<file path="src/rtl/rv8_alu_pkg.sv">
// Shared constants for the RV32-subset issue stage feeding the 8-bit ALU.
package rv8_alu_pkg;
  localparam int XLEN_DEFAULT = 8;

  localparam logic [3:0] ALU_AND     = 4'd0;
  localparam logic [3:0] ALU_OR      = 4'd1;
  localparam logic [3:0] ALU_ADD     = 4'd2;
  localparam logic [3:0] ALU_SUB     = 4'd6;
  localparam logic [3:0] ALU_SLT     = 4'd7;
  localparam logic [3:0] ALU_NOR     = 4'd12;
  localparam logic [3:0] ALU_ILLEGAL = 4'd15;

  localparam logic [6:0] OP_R = 7'b0110011;
  localparam logic [6:0] OP_I = 7'b0010011;

  localparam logic [2:0] F3_ADDSUB = 3'b000;
  localparam logic [2:0] F3_SLT    = 3'b010;
  localparam logic [2:0] F3_OR     = 3'b110;
  localparam logic [2:0] F3_AND    = 3'b111;

  localparam logic [6:0] F7_BASE = 7'b0000000;
  localparam logic [6:0] F7_ALT  = 7'b0100000;
endpackage

</file>
<file path="src/rtl/rv8_alu_issue_stage_regfile.sv">
// 32 x XLEN register file: x0 reads zero, two async reads with write-first bypass.
module rv8_regfile
  import rv8_alu_pkg::*;
#(
  parameter int XLEN  = XLEN_DEFAULT,
  parameter int NREGS = 32,
  parameter int AW    = $clog2(NREGS)
) (
  input  logic            clk,
  input  logic            rst,
  input  logic [AW-1:0]   rs1_addr,
  input  logic [AW-1:0]   rs2_addr,
  output logic [XLEN-1:0] rs1_data,
  output logic [XLEN-1:0] rs2_data,
  input  logic            we,
  input  logic [AW-1:0]   waddr,
  input  logic [XLEN-1:0] wdata
);
  logic [XLEN-1:0] regs [NREGS];

  always_ff @(posedge clk or posedge rst) begin
    if (rst) begin
      for (int i = 0; i < NREGS; i++) regs[i] <= '0;
    end else if (we && waddr != '0) begin
      regs[waddr] <= wdata;
    end
  end

  // A same-cycle write to the register being read wins over the stored value.
  always_comb begin
    rs1_data = regs[rs1_addr];
    rs2_data = regs[rs2_addr];
    if (we && waddr == rs1_addr) rs1_data = wdata;
    if (we && waddr == rs2_addr) rs2_data = wdata;
    if (rs1_addr == '0) rs1_data = '0;
    if (rs2_addr == '0) rs2_data = '0;
  end
endmodule

</file>
<file path="src/rtl/rv8_alu_issue_stage.sv">
// Issue stage: decodes RV32 R/I ops to ALUctrl, reads operands, holds them in one register.
// Optional macro RV8_ISSUE_STATS_EN adds saturating issued/illegal transfer counters.
module rv8_alu_issue_stage
  import rv8_alu_pkg::*;
#(
  parameter int XLEN  = XLEN_DEFAULT,
  parameter int NREGS = 32
) (
  input  logic            clk,
  input  logic            rst,
  input  logic            in_valid,
  output logic            in_ready,
  input  logic [31:0]     instr,
  input  logic            wb_en,
  input  logic [4:0]      wb_addr,
  input  logic [XLEN-1:0] wb_data,
  output logic            out_valid,
  input  logic            out_ready,
  output logic [3:0]      ALUctrl,
  output logic [XLEN-1:0] A,
  output logic [XLEN-1:0] B,
  output logic [4:0]      rd,
  output logic            illegal
`ifdef RV8_ISSUE_STATS_EN
  ,
  output logic [15:0]     issued_cnt,
  output logic [15:0]     illegal_cnt
`endif
);
  logic [6:0] opcode, f7;
  logic [2:0] f3;
  logic [4:0] rs1, rs2;
  logic [XLEN-1:0] rs1_data, rs2_data;

  assign opcode = instr[6:0];
  assign f3     = instr[14:12];
  assign f7     = instr[31:25];
  assign rs1    = instr[19:15];
  assign rs2    = instr[24:20];

  rv8_regfile #(.XLEN(XLEN), .NREGS(NREGS), .AW(5)) u_rf (
    .clk      (clk),
    .rst      (rst),
    .rs1_addr (rs1),
    .rs2_addr (rs2),
    .rs1_data (rs1_data),
    .rs2_data (rs2_data),
    .we       (wb_en),
    .waddr    (wb_addr),
    .wdata    (wb_data)
  );

  logic [3:0]      dec_ctrl;
  logic            dec_ok, dec_imm;
  logic [XLEN-1:0] dec_a, dec_b;
  logic [4:0]      dec_rd, dec_rs1, dec_rs2;

  always_comb begin
    dec_ctrl = ALU_ILLEGAL;
    dec_ok   = 1'b0;
    dec_imm  = 1'b0;
    case (opcode)
      OP_R: begin
        case (f3)
          F3_ADDSUB: begin
            if (f7 == F7_BASE) begin dec_ctrl = ALU_ADD; dec_ok = 1'b1; end
            else if (f7 == F7_ALT) begin dec_ctrl = ALU_SUB; dec_ok = 1'b1; end
          end
          F3_AND: if (f7 == F7_BASE) begin dec_ctrl = ALU_AND; dec_ok = 1'b1; end
          F3_OR:  if (f7 == F7_BASE) begin dec_ctrl = ALU_OR;  dec_ok = 1'b1; end
          F3_SLT: if (f7 == F7_BASE) begin dec_ctrl = ALU_SLT; dec_ok = 1'b1; end
          default: ;
        endcase
      end
      OP_I: begin
        dec_imm = 1'b1;
        case (f3)
          F3_ADDSUB: begin dec_ctrl = ALU_ADD; dec_ok = 1'b1; end
          F3_AND:    begin dec_ctrl = ALU_AND; dec_ok = 1'b1; end
          F3_OR:     begin dec_ctrl = ALU_OR;  dec_ok = 1'b1; end
          F3_SLT:    begin dec_ctrl = ALU_SLT; dec_ok = 1'b1; end
          default: ;
        endcase
      end
      default: ;
    endcase
    // Illegal ops carry zeroed indices so a held one is never refreshed by write-back.
    dec_a   = dec_ok ? rs1_data : '0;
    dec_b   = !dec_ok ? '0 : (dec_imm ? instr[27:20] : rs2_data);
    dec_rd  = dec_ok ? instr[11:7] : '0;
    dec_rs1 = dec_ok ? rs1 : '0;
    dec_rs2 = (dec_ok && !dec_imm) ? rs2 : '0;
  end

  logic [4:0] hold_rs1, hold_rs2;
  logic       hold_imm;
  logic       accept, drain, stall;

  assign in_ready = !out_valid || out_ready;
  assign accept   = in_valid && in_ready;
  assign drain    = out_valid && out_ready;
  assign stall    = out_valid && !out_ready;

  always_ff @(posedge clk or posedge rst) begin
    if (rst) begin
      out_valid <= 1'b0;
      ALUctrl   <= '0;
      A         <= '0;
      B         <= '0;
      rd        <= '0;
      illegal   <= 1'b0;
      hold_rs1  <= '0;
      hold_rs2  <= '0;
      hold_imm  <= 1'b0;
    end else if (accept) begin
      out_valid <= 1'b1;
      ALUctrl   <= dec_ctrl;
      A         <= dec_a;
      B         <= dec_b;
      rd        <= dec_rd;
      illegal   <= !dec_ok;
      hold_rs1  <= dec_rs1;
      hold_rs2  <= dec_rs2;
      hold_imm  <= dec_imm || !dec_ok;
    end else if (drain) begin
      out_valid <= 1'b0;
    end else if (stall && wb_en) begin
      // Keep stalled operands coherent with the register file.
      if (hold_rs1 != '0 && wb_addr == hold_rs1) A <= wb_data;
      if (!hold_imm && hold_rs2 != '0 && wb_addr == hold_rs2) B <= wb_data;
    end
  end

`ifdef RV8_ISSUE_STATS_EN
  always_ff @(posedge clk or posedge rst) begin
    if (rst) begin
      issued_cnt  <= '0;
      illegal_cnt <= '0;
    end else if (drain) begin
      if (issued_cnt != 16'hFFFF) issued_cnt <= issued_cnt + 16'd1;
      if (illegal && illegal_cnt != 16'hFFFF) illegal_cnt <= illegal_cnt + 16'd1;
    end
  end
`endif
endmodule

</file>
<file path="config.mk">
export PLATFORM = sky130hd
export DESIGN_NAME = rv8_alu_issue_stage
export DESIGN_NICKNAME = d
export VERILOG_FILES = /design/src/rtl/rv8_alu_pkg.sv /design/src/rtl/rv8_alu_issue_stage_regfile.sv /design/src/rtl/rv8_alu_issue_stage.sv
export SDC_FILE = /design/constraint.sdc
export NUM_CORES = 1
export LEC_CHECK = 0
export ABC_AREA = 1
export CORE_UTILIZATION = 40
export CTS_CLUSTER_SIZE = 25
export DETAILED_ROUTE_END_ITERATION = 6
export PLACE_DENSITY = 0.53
export SYNTH_ARGS = -nofsm -noshare
export SYNTH_HDL_FRONTEND = slang
export SYNTH_SLANG_ARGS = --single-unit
</file>
<file path="constraint.sdc">
create_clock -name clk -period 22.3 [get_ports clk]
set_input_delay 4.46 -clock clk [delete_from_list [all_inputs] [get_ports clk]]
set_output_delay 4.46 -clock clk [all_outputs]
set_load 0.02 [all_outputs]
</file>
==> metrics.txt <==
synth top area cells dfrtp_1 (45%), nand2_1 (16%), o21ai_0 (11%); NetSw 0.000510 W; row cnt 74; first-pass GRT wire length 93.4 mm; Starting Density 40.5%; Diodes inserted 0; Setup TNS 0 ns; R2R setup slack 19.92 ns; Post-Place Cells 2756; GRT Overall Usage 29.6%; Worst Setup Slack, final 12.15 ns; gr ovfl total 0; Post-CTS Setup Inserts 0; # IOs 78; post-synth cell types 42; Syn Nets 2350; placer congestion estimate 0.884; Seq/Total Area, Yosys 44.6%; vias per cell 5.70; endpoints failing setup 0; vias in the first global route 15200; top_reg_cell synth dfrtp_1; DRC 0; maximum VDD drop 0.0513 mV; Final Hold Vio Count 0; area leader, netlist dfrtp_1; fraction of final layout cells sized beyond drive strength 1 5.81%; worst endpoint data arrival time 5.69 ns; final worst-path cycle share 45.5%; RSZ-0062 raised after global routing false; First DRT Iteration DRCs 1648; commonest cells after routing, fill and taps aside nand2_1 (717), o21ai_0 (378), dfrtp_1 (294); post-synthesis cell area 16500 µm²; pin count of the biggest net entering global routing 92; outcome complete, no violations; Die Wd 205 µm; CP Class input pin to primary output; NumNets Final 2313; Hold Crit Class flip-flop to flip-flop; worst r2r path cells 11; Synth Area per Inst 7.17 µm²; Final Skew 0.0169 ns; Post-Syn Instances 2300; synth warn 0; Non-Filler Instances 2821; worst skew pair latency 0.57 ns; fmax 0.0985 GHz; slew margin rel. 26.3%; Hold Crit Endpoint u_rf.regs[253]$_DFFE_PP0P_; maxcap violations 0; Total Power 0.00163 W; Crit Path Max Fanout 3; Worst-path clk slew 0.06 ns; drt first pass iters 6; Period minus WS final 10.15 ns; worst r2r dst B[4]$_DFFE_PP0P_; #FFs+latches synth 294; Post-synth EDFFs 0; DRT Wirelength 60.9 mm; critical path capture point type primary output; commonest non-fill, non-tap cell in the layout nand2_1; sequential power share 42.6%; power share of the clock group 38.9%; DP HPWL 36.9 mm; pwr dens 88.0 nW/µm²; DP Worst Slack 12.14 ns; Die H 205 µm; Lkg Pwr 8.32 nW; initial antenna violation count 0; area of the core 40700 µm²; FFs w/ async S/R, synth 100%; Worst-Margin Slew 1.10 ns; Routed Antenna Nets 0; WL per Instance 21.6 µm; Root Driver clkbuf_16; top cell type's share of synthesized area 44.6%; startpoint types input pin; CTS buffer count 37; Post-CTS Hold Buffers 0; Sw Ratio 31.3%; cts repair resizes 0; P_int 0.00112 W; via count of the routed design 16100; CTS tree done; WHS Path Cells 0; reg2reg start out_valid$_DFFE_PP0P_; clock sinks 294; HP Start u_rf.regs[253]$_DFFE_PP0P_; Max clock buf depth 3; Slew Viols, Final 0; Die Area 42100 µm²; port bufs 77; Comb power frac 18.5%; area grow syn2layout 12.1%; critical path required time 17.84 ns; Max H-tree Level 2
## cell usage after synthesis, types with 13 or more instances
cell type and count:
clkbuf_1 78, a21oi_1 105, inv_1 69, dfrtp_1 294, o21ai_0 378, o21ai_1 15
nor2_1 204, nand2_1 717, buf_2 64, buf_4 23, a21boi_0 24, nand3_1 204
o211ai_1 13, o22ai_1 28
## power by group through the flow
| stage | Clock [W] | Sequential (W) | Combinational [W] |
|---|---|---|---|
| after floorplan | 0 | 0.000689 | 0.000205 |
| after global placement | 0 | 0.000697 | 0.000294 |
| after detailed placement | 0 | 0.000698 | 0.000300 |
| after CTS | 0.000643 | 0.000690 | 0.000300 |
| after global routing | 0.000663 | 0.000705 | 0.000342 |
| final | 0.000633 | 0.000692 | 0.000302 |
## worst max-delay path by stage
stage,start,endpoint,slack [ns],cells past startpoint
CTS,out_ready,in_ready,12.14,4
detailed placement,out_ready,in_ready,12.14,4
global placement,out_ready,in_ready,12.12,4
global route,out_ready,in_ready,12.11,4
floorplan,rst,ALUctrl[0]$_DFFE_PP0P_,9.72,1
finish,out_ready,in_ready,12.15,4
## layer usage
metal,vias to the layer above,global-route usage (%),routed length [µm]
li1,7523,-,-
met2,694,44.6,26900
met1,7718,41.8,26800
met3,140,3.99,4710
met5,-,0,0
met4,0,13.7,2460
## registers in the layout, indices dropped and copies added (netlist names)
signal and count:
u_rf.regs 256, hold_rs1 5, ALUctrl 4, rd 5, A 8, hold_rs2 5, B 8, illegal 1
out_valid 1, hold_imm 1
## critical path: stages
cell	delay, ns
clkdlybuf4s50_1	0.46
inv_1	0.05
nand2_1	0.10
clkdlybuf4s50_1	0.61
## final cells by class
cell class / instances / area (µm²)
timing repair buffer: 102 / 943
tap: 532 / 666
clock buffer: 52 / 1110
clock inverter: 13 / 150
inverter: 86 / 345
sequential: 294 / 7360
multi-input combinational: 1742 / 7920
fill: 4222 / 22200
## per-stage QoR
step / instance area (µm²) / hold slack, ns / utilization, %
after floorplan: 16500 / 0.440 / -
after global placement: 17200 / 0.381 / 42.3
after detailed placement: 17200 / 0.384 / 42.3
after CTS: 18500 / 0.399 / 45.4
after global routing: 18500 / 0.413 / 45.4
final: 18500 / 0.395 / 45.4
## cell families after synthesis
group / after synthesis / share of synthesized area, %
buffers and inverters: 264 / 7.42
AO/OA/AOI/OAI: 579 / 18.7
XOR/XNOR: 4 / 0.212
flip-flops: 294 / 44.6
AND/OR/NAND/NOR: 1159 / 29.1
(Power assumes the default switching activity.)
